$ cat config.mk
export PLATFORM = sky130hd
export DESIGN_NAME = mem_access_unit
export DESIGN_NICKNAME = d
export VERILOG_FILES = /design/src/rtl/mem_access_unit.sv
export SDC_FILE = /design/constraint.sdc
export NUM_CORES = 1
export LEC_CHECK = 0
export ABC_CLOCK_PERIOD_IN_PS = 3720
export BUFFER_PORTS_ARGS = -buffer_cell sky130_fd_sc_hd__buf_2
export CORE_MARGIN = 1.5
export CORE_UTILIZATION = 45
export DETAILED_ROUTE_END_ITERATION = 6
export PLACE_DENSITY_LB_ADDON = 0.1
export SETUP_SLACK_MARGIN = 0.3
export SLEW_MARGIN = 10
export SYNTH_ARGS = -nofsm -noshare
export SYNTH_HDL_FRONTEND = slang
export SYNTH_SLANG_ARGS = --single-unit
$ cat constraint.sdc
create_clock -name clk -period 3.72 [get_ports clk]
set_input_delay 0.744 -clock clk [delete_from_list [all_inputs] [get_ports clk]]
set_output_delay 0.744 -clock clk [all_outputs]
set_load 0.005 [all_outputs]
$ cat src/rtl/mem_access_unit.sv
// mem_access_unit: RISC-V load/store front end for a word-addressed memory.
// Adds byte/half/word loads with sign or zero extension, sub-word stores by
// read-modify-write, and detection of misaligned or illegal accesses.
// Handshake: req is sampled only while busy=0. Every accepted request ends
// with exactly one ready pulse, which carries rdata and the fault flags.
// A reset while busy drops the access: there is no write and no ready pulse.
module mem_access_unit #(
    parameter int ADDR_W = 32,
    parameter int DATA_W = 32
) (
    input  logic              clk,
    input  logic              rst,
    input  logic              req,
    input  logic              we,
    input  logic [2:0]        funct3,
    input  logic [ADDR_W-1:0] addr,
    input  logic [DATA_W-1:0] wdata,
    output logic [DATA_W-1:0] rdata,
    output logic              ready,
    output logic              busy,
    output logic              misaligned,
    output logic              illegal,
    output logic [ADDR_W-1:0] memAdr,
    output logic [DATA_W-1:0] writeData,
    output logic              memWrite,
    input  logic [DATA_W-1:0] readData,
    output logic [1:0]        state_dbg
);

    typedef enum logic [1:0] {
        IDLE = 2'd0,
        RD   = 2'd1,
        WR   = 2'd2,
        DONE = 2'd3
    } state_t;

    state_t            state;
    logic              we_q;
    logic [2:0]        f3_q;
    logic [ADDR_W-1:0] addr_q;
    logic [DATA_W-1:0] wdata_q;
    logic [DATA_W-1:0] word_q;

    logic              in_illegal;
    logic              in_misaligned;
    logic [7:0]        lane_byte;
    logic [15:0]       lane_half;
    logic [DATA_W-1:0] load_val;
    logic [DATA_W-1:0] merged;

    // Classify the incoming request; only meaningful while IDLE samples req.
    always_comb begin
        in_illegal    = (funct3 == 3'b011) || (funct3[2:1] == 2'b11) || (we && funct3[2]);
        in_misaligned = 1'b0;
        case (funct3)
            3'b001, 3'b101: in_misaligned = addr[0];
            3'b010:         in_misaligned = (addr[1:0] != 2'b00);
            default:        in_misaligned = 1'b0;
        endcase
    end

    // Pick the addressed lane from the memory word and extend it.
    always_comb begin
        lane_byte = readData[{addr_q[1:0], 3'b000} +: 8];
        lane_half = addr_q[1] ? readData[31:16] : readData[15:0];
        case (f3_q)
            3'b000:  load_val = {{24{lane_byte[7]}}, lane_byte};
            3'b001:  load_val = {{16{lane_half[15]}}, lane_half};
            3'b100:  load_val = {24'd0, lane_byte};
            3'b101:  load_val = {16'd0, lane_half};
            default: load_val = readData;
        endcase
    end

    // Merge sub-word store data into the word captured during RD.
    always_comb begin
        merged = word_q;
        case (f3_q)
            3'b000:  merged[{addr_q[1:0], 3'b000} +: 8] = wdata_q[7:0];
            3'b001:  merged[{addr_q[1], 4'b0000} +: 16] = wdata_q[15:0];
            default: merged = wdata_q;
        endcase
    end

    assign busy      = (state != IDLE);
    assign state_dbg = state;
    assign memAdr    = {addr_q[ADDR_W-1:2], 2'b00};
    // Reset gates the write strobe combinationally so an aborted WR never commits.
    assign memWrite  = (state == WR) & ~rst;
    assign writeData = (state == WR) ? merged : '0;

    // Access sequencer: latches the request, walks RD/WR, and registers the result flags.
    always_ff @(posedge clk) begin
        if (rst) begin
            state      <= IDLE;
            we_q       <= 1'b0;
            f3_q       <= 3'b000;
            addr_q     <= '0;
            wdata_q    <= '0;
            word_q     <= '0;
            rdata      <= '0;
            ready      <= 1'b0;
            misaligned <= 1'b0;
            illegal    <= 1'b0;
        end else begin
            ready      <= 1'b0;
            misaligned <= 1'b0;
            illegal    <= 1'b0;
            case (state)
                IDLE: begin
                    if (req) begin
                        we_q    <= we;
                        f3_q    <= funct3;
                        addr_q  <= addr;
                        wdata_q <= wdata;
                        if (in_illegal || in_misaligned) begin
                            // Faulting access completes at once with no memory traffic.
                            state      <= DONE;
                            ready      <= 1'b1;
                            misaligned <= in_misaligned;
                            illegal    <= in_illegal;
                            rdata      <= '0;
                        end else if (we && (funct3 == 3'b010)) begin
                            state <= WR;
                        end else begin
                            state <= RD;
                        end
                    end
                end
                RD: begin
                    word_q <= readData;
                    if (!we_q) begin
                        rdata <= load_val;
                        ready <= 1'b1;
                        state <= DONE;
                    end else begin
                        state <= WR;
                    end
                end
                WR: begin
                    ready <= 1'b1;
                    state <= DONE;
                end
                DONE: begin
                    state <= IDLE;
                end
                default: begin
                    state <= IDLE;
                end
            endcase
        end
    end

endmodule

Word-level counts from Yosys, hierarchy flattened:

Cells that the tools add are included.

* register bits after elaboration: 137
* bits of input ports: 103
* output and inout port bits: 103
* word-level logic and storage cells: 70

* $add $sub $neg: 2
* equal/unequal tests: 14
* shift operators: 5
* mux-type cells: 20
* bitwise logic cells: 5
* reductions and logical operators: 14

Operator list (number)
* 32-bit 2-to-1 mux: 4
* 32-bit case mux with 2 select lines: 2
* 32-bit case mux with 4 select lines: 1
* 32-bit bitwise mux: 2
* 16-bit by 7-bit variable shift with 32-bit output, first input constant: 1
* 8-bit by 7-bit variable shift with 32-bit output, first input constant: 1
* 16-bit by 7-bit indexed part select with 32-bit output: 1
* 32-bit by 6-bit indexed part select with 8-bit output: 1
* 8-bit by 7-bit indexed part select with 32-bit output: 1
* 16-bit 2-to-1 mux: 1
* 5-bit negator with 7-bit output: 2
* 3-bit == test, second input constant: 3
* 2-bit case mux with 4 select lines: 1
* 2-bit == test, second input constant: 3
* 3-bit by 1-bit == test with 1-bit output, second input constant: 2
* 3-bit by 2-bit == test with 1-bit output, second input constant: 2
* 2-bit 2-to-1 mux: 3
* 2-bit != test, second input constant: 3
* 2-bit nonzero test: 3
* 1-bit 2-to-1 mux: 4
* 1-bit inverter: 4
* 4-bit AND reduction: 1
* 4-bit OR reduction: 1
* 3-bit logical NOT: 1
* other kinds (9): 12

Logic depth before layout (Yosys ltp):

* depth in word-level cells: 7
* mapped depth: 10
* mapped depth without buffers: 6

Least setup slack after synthesis:

No wires, ideal clock.

* kind: flip-flop to output port
* from: reg addr_q[1]
* to: out writeData[24]
* data arrival time: 2096 ps
* required time: 2976 ps
* setup slack: 880 ps
* stages on the path, launching flop included: 10
* path through: dfxtp_1 -> buf_2 -> buf_2 -> buf_1 -> inv_1 -> ha_1 -> and4b_1 -> clkbuf_1 -> a22oi_1 -> a21boi_1

* cells in the longest elaborated chain, start to end: 5

Ends and longest elaborated chain
* start, declared: line 40 `logic [ADDR_W-1:0] addr_q;`
* start signal, assigned: line 114 `addr_q <= addr;`
* 5-bit negator with 7-bit output, on equally long branches: line 80, 79
* 16-bit by 7-bit indexed part select with 32-bit output, or another cell as far along: line 80 `3'b001: merged[{addr_q[1], 4'b0000} +: 16] = wdata_q[15:0];`
* 32-bit bitwise mux, on equally long branches: line 80, 79
* 32-bit case mux with 2 select lines (*): line 78 `case (f3_q)`
* 32-bit 2-to-1 mux (*): line 90 `assign writeData = (state == WR) ? merged : '0;`
* end, declared: line 24 `output logic [DATA_W-1:0] writeData,`

Mark *: on every way between the ends. The rest lies on a longest branch, timed or not.

Worst setup path in the final report:

* from: reg addr_q[0]
* to: out writeData[7]

* cells in the longest elaborated chain, start to end: 5

Ends and longest elaborated chain
* 5-bit negator with 7-bit output (*): line 79 `3'b000: merged[{addr_q[1:0], 3'b000} +: 8] = wdata_q[7:0];`
* 8-bit by 7-bit indexed part select with 32-bit output / 8-bit by 7-bit variable shift with 32-bit output (equally long branches): line 79
* 32-bit bitwise mux (*): line 79
* 32-bit case mux with 2 select lines (*): line 78
* 32-bit 2-to-1 mux (*): line 90

Marked as above.

==> run summary <==
min Tclk post-route -> 3.16 ns
# DRC -> 13
clk slew on worst S/H paths -> 0.06 ns
Max Slew Vio Count -> 0
# setup viols final -> 0
CP Data Required Time -> 2.98 ns
Slew @ Worst Pin -> 1.01 ns
routability cong. -> 0.898
Core Region -> 14,600 µm²
standard-cell rows -> 44
sequential area share after synthesis -> 40.4%
CTS tree -> built
Root Driver -> clkbuf_16
Starting Density -> 46.3%
relative slew slack -> 32.3%
combinational family with the most area after synthesis -> compound AO/OA/AOI/OAI gates
maximum vdd ir drop -> 0.345 mV
Vias/cell -> 5.49
pin count of the biggest net entering global routing -> 58
adder-cell share of the synthesized area -> 1.85%
Setup Skew -> 0.00749 ns
layout net count -> 1,044
largest cells by area after synthesis -> dfxtp_1, nand2_1, mux2i_1
most frequent cells after synthesis -> nand2_1, dfxtp_1, a21oi_1
Post-Synthesis Cells -> 794
nature of the critical path startpoint -> register
asr flop ratio synth -> 0%
Clock Path Buffers -> 2
mux cell area share after synthesis -> 7.42%
final WL -> 19,200 µm
Worst-Skew Late Latency -> 0.42 ns
dominant synthesized flop cell -> dfxtp_1
status -> finished, violations left
Post-synth EDFFs -> 0
GRT Util Overall -> 24.1%
Netlist Area Pre-Place -> 6780 µm²
Area growth syn-to-layout -> 21.4%
number of max-cap violations -> 0
Final ANT Viol Nets -> 0
flops & latches, synth -> 137
crit path DAT -> 2.42 ns
Ys Warns -> 0
# clock sinks -> 137
Die ar. -> 15,800 µm²
Synth Area in Compound Gates -> 21.6%
Power Density -> 692 nW/µm²
final period utilization -> 84.9%
Vias -> 6,195
RSZ-0062 raised after global routing -> no
H-tree depth -> 4
Max Clock Freq -> 316 MHz
grt total ovfl -> 0
initial detailed-routing violation count -> 789
worst-path maximum fanout -> 14
XOR/XNOR Fraction of Synth Area -> 0%
Non-Filler Instances -> 1,128
post-detail-place hpwl -> 14,000 µm
Synth cell types -> 55
# diodes -> 0
cell taking the most area after synthesis -> dfxtp_1
vias in the first global route -> 5,804
WHS -> 0.451 ns
Worst setup EP type -> output port
Final Hold Viols -> 0
initial antenna violation count -> 0
cts-stage hold buffer count -> 0
port bufs -> 203
die span in y -> 126 µm
Leakage -> 3.46 nW
die span in x -> 126 µm
Setup WS pre-CTS -> 0.873 ns
Synth top area share -> 40.4%
CTS buffer count -> 17
wire per inst -> 17.1 µm
post-synthesis simple-gate area fraction -> 20.7%
failing checks -> DRC
fin worst setup slack -> 0.560 ns
WS Path Type -> reg -> out
drt pass-1 iters -> 7
Post-Syn Area per Cell -> 8.54 µm²
count leader, synth -> nand2_1
Top Ports -> 206
worst hold path type -> reg -> reg
final setup TNS -> 0 ns
Cell Count Post-Placement -> 1,096
first-pass GRT wire length -> 30,500 µm
layout cell share with drive strength beyond 1 -> 29.7%
[kinds of logic (layout without fill, tap and decap cells)]
group | after synthesis | count (layout)
AO/OA/AOI/OAI | 196 | 196
adder cells (fa/ha/maj) | 10 | 10
buffers and inverters | 104 | 253
flip-flops | 137 | 137
multiplexers | 49 | 49
other | 1 | 2
AND/OR/NAND/NOR | 297 | 297
[worst paths after layout]
| check | slack, ns | cells after the start | start | end |
|---|---|---|---|---|
| worst max-delay path | 0.56 | 7 | addr_q[0] | writeData[7] |
| worst min-delay path | 0.45 | 2 | addr_q[2] | addr_q[2] |
| worst max register to register | 1.37 | 6 | state_dbg[0] | rdata[7] |
| worst min register to register | 0.45 | 2 | addr_q[2] | addr_q[2] |
[worst max-delay path, cell delays in order, from the launching register on]
cell and delay (ns):
dfxtp_2 0.47, inv_1 0.14, ha_1 0.35, nor4b_1 0.26
a211o_1 0.38, a22oi_1 0.13, nor2b_1 0.15, buf_2 0.12
[metal layers]
metal | global-route usage [%] | share of wire [%] | vias to the layer above
met5 | 0 | 0 | -
met4 | 9.13 | 2.1 | 0
met3 | 5.52 | 8.0 | 32
met2 | 35.7 | 42 | 249
met1 | 34.0 | 48 | 2865
li1 | - | - | 3049
[cell type report]
type                            count  area, µm²
Clock inverter                     13        170
Inverter                            7       26.3
Tap cell                          184        230
Clock buffer                       19        443
Fill cell                        1373       6410
Multi-Input combinational cell    554       3520
Sequential cell                   137       2740
Timing Repair Buffer              214       1100
[registers in the layout, indices dropped and copies added, names as in the netlist]
| signal | count |
|---|---|
| addr_q | 32 |
| f3_q | 3 |
| illegal | 1 |
| misaligned | 1 |
| rdata | 32 |
| ready | 1 |
| state_dbg | 2 |
| wdata_q | 32 |
| we_q | 1 |
| word_q | 32 |
[where the power goes]
part	internal (mW)	leakage, nW	switching, mW
sequential	1.77	1.12	0.255
clock	1.08	0.290	0.658
combinational	0.803	2.05	1.13
[cell usage in the layout (no fill, tap or decap), types with 3 or more instances in the layout]
| cell | count |
|---|---|
| buf_2 | 202 |
| nand2_1 | 157 |
| dfxtp_1 | 136 |
| a21oi_1 | 71 |
| nor2b_1 | 48 |
| nor2_1 | 46 |
| mux2i_1 | 39 |
| a22oi_1 | 24 |
| clkbuf_16 | 17 |
| a222oi_1 | 14 |
| a22o_1 | 14 |
| buf_4 | 12 |
| a221oi_1 | 10 |
| mux2_2 | 10 |
| o2bb2ai_2 | 10 |
| a21boi_1 | 9 |
| ha_1 | 9 |
| o221ai_1 | 8 |
| nand4_1 | 8 |
| inv_1 | 7 |
| nand2b_1 | 7 |
| o21ai_1 | 7 |
| nand4b_1 | 7 |
| o21ai_0 | 6 |
| o2bb2ai_1 | 6 |
| clkinv_4 | 5 |
| nor3_1 | 4 |
| a211oi_1 | 4 |
| nor4_1 | 3 |
| bufinv_16 | 3 |
| clkinvlp_4 | 3 |
[metrics by stage]
stage	utilization [%]	total power [mW]	instance area (µm²)
global placement	52.0	3.92	7620
global route	56.2	6.02	8230
floorplan	-	3.42	6790
CTS	56.2	5.72	8230
finish	56.2	5.70	8230
detailed placement	52.0	3.98	7620
[timing repair]
action                                  CTS  global route
resized for setup                         0             1
endpoints found under the setup margin    0            24
buffers inserted                          0             0
Note: power is estimated with default switching activity, not from simulation.
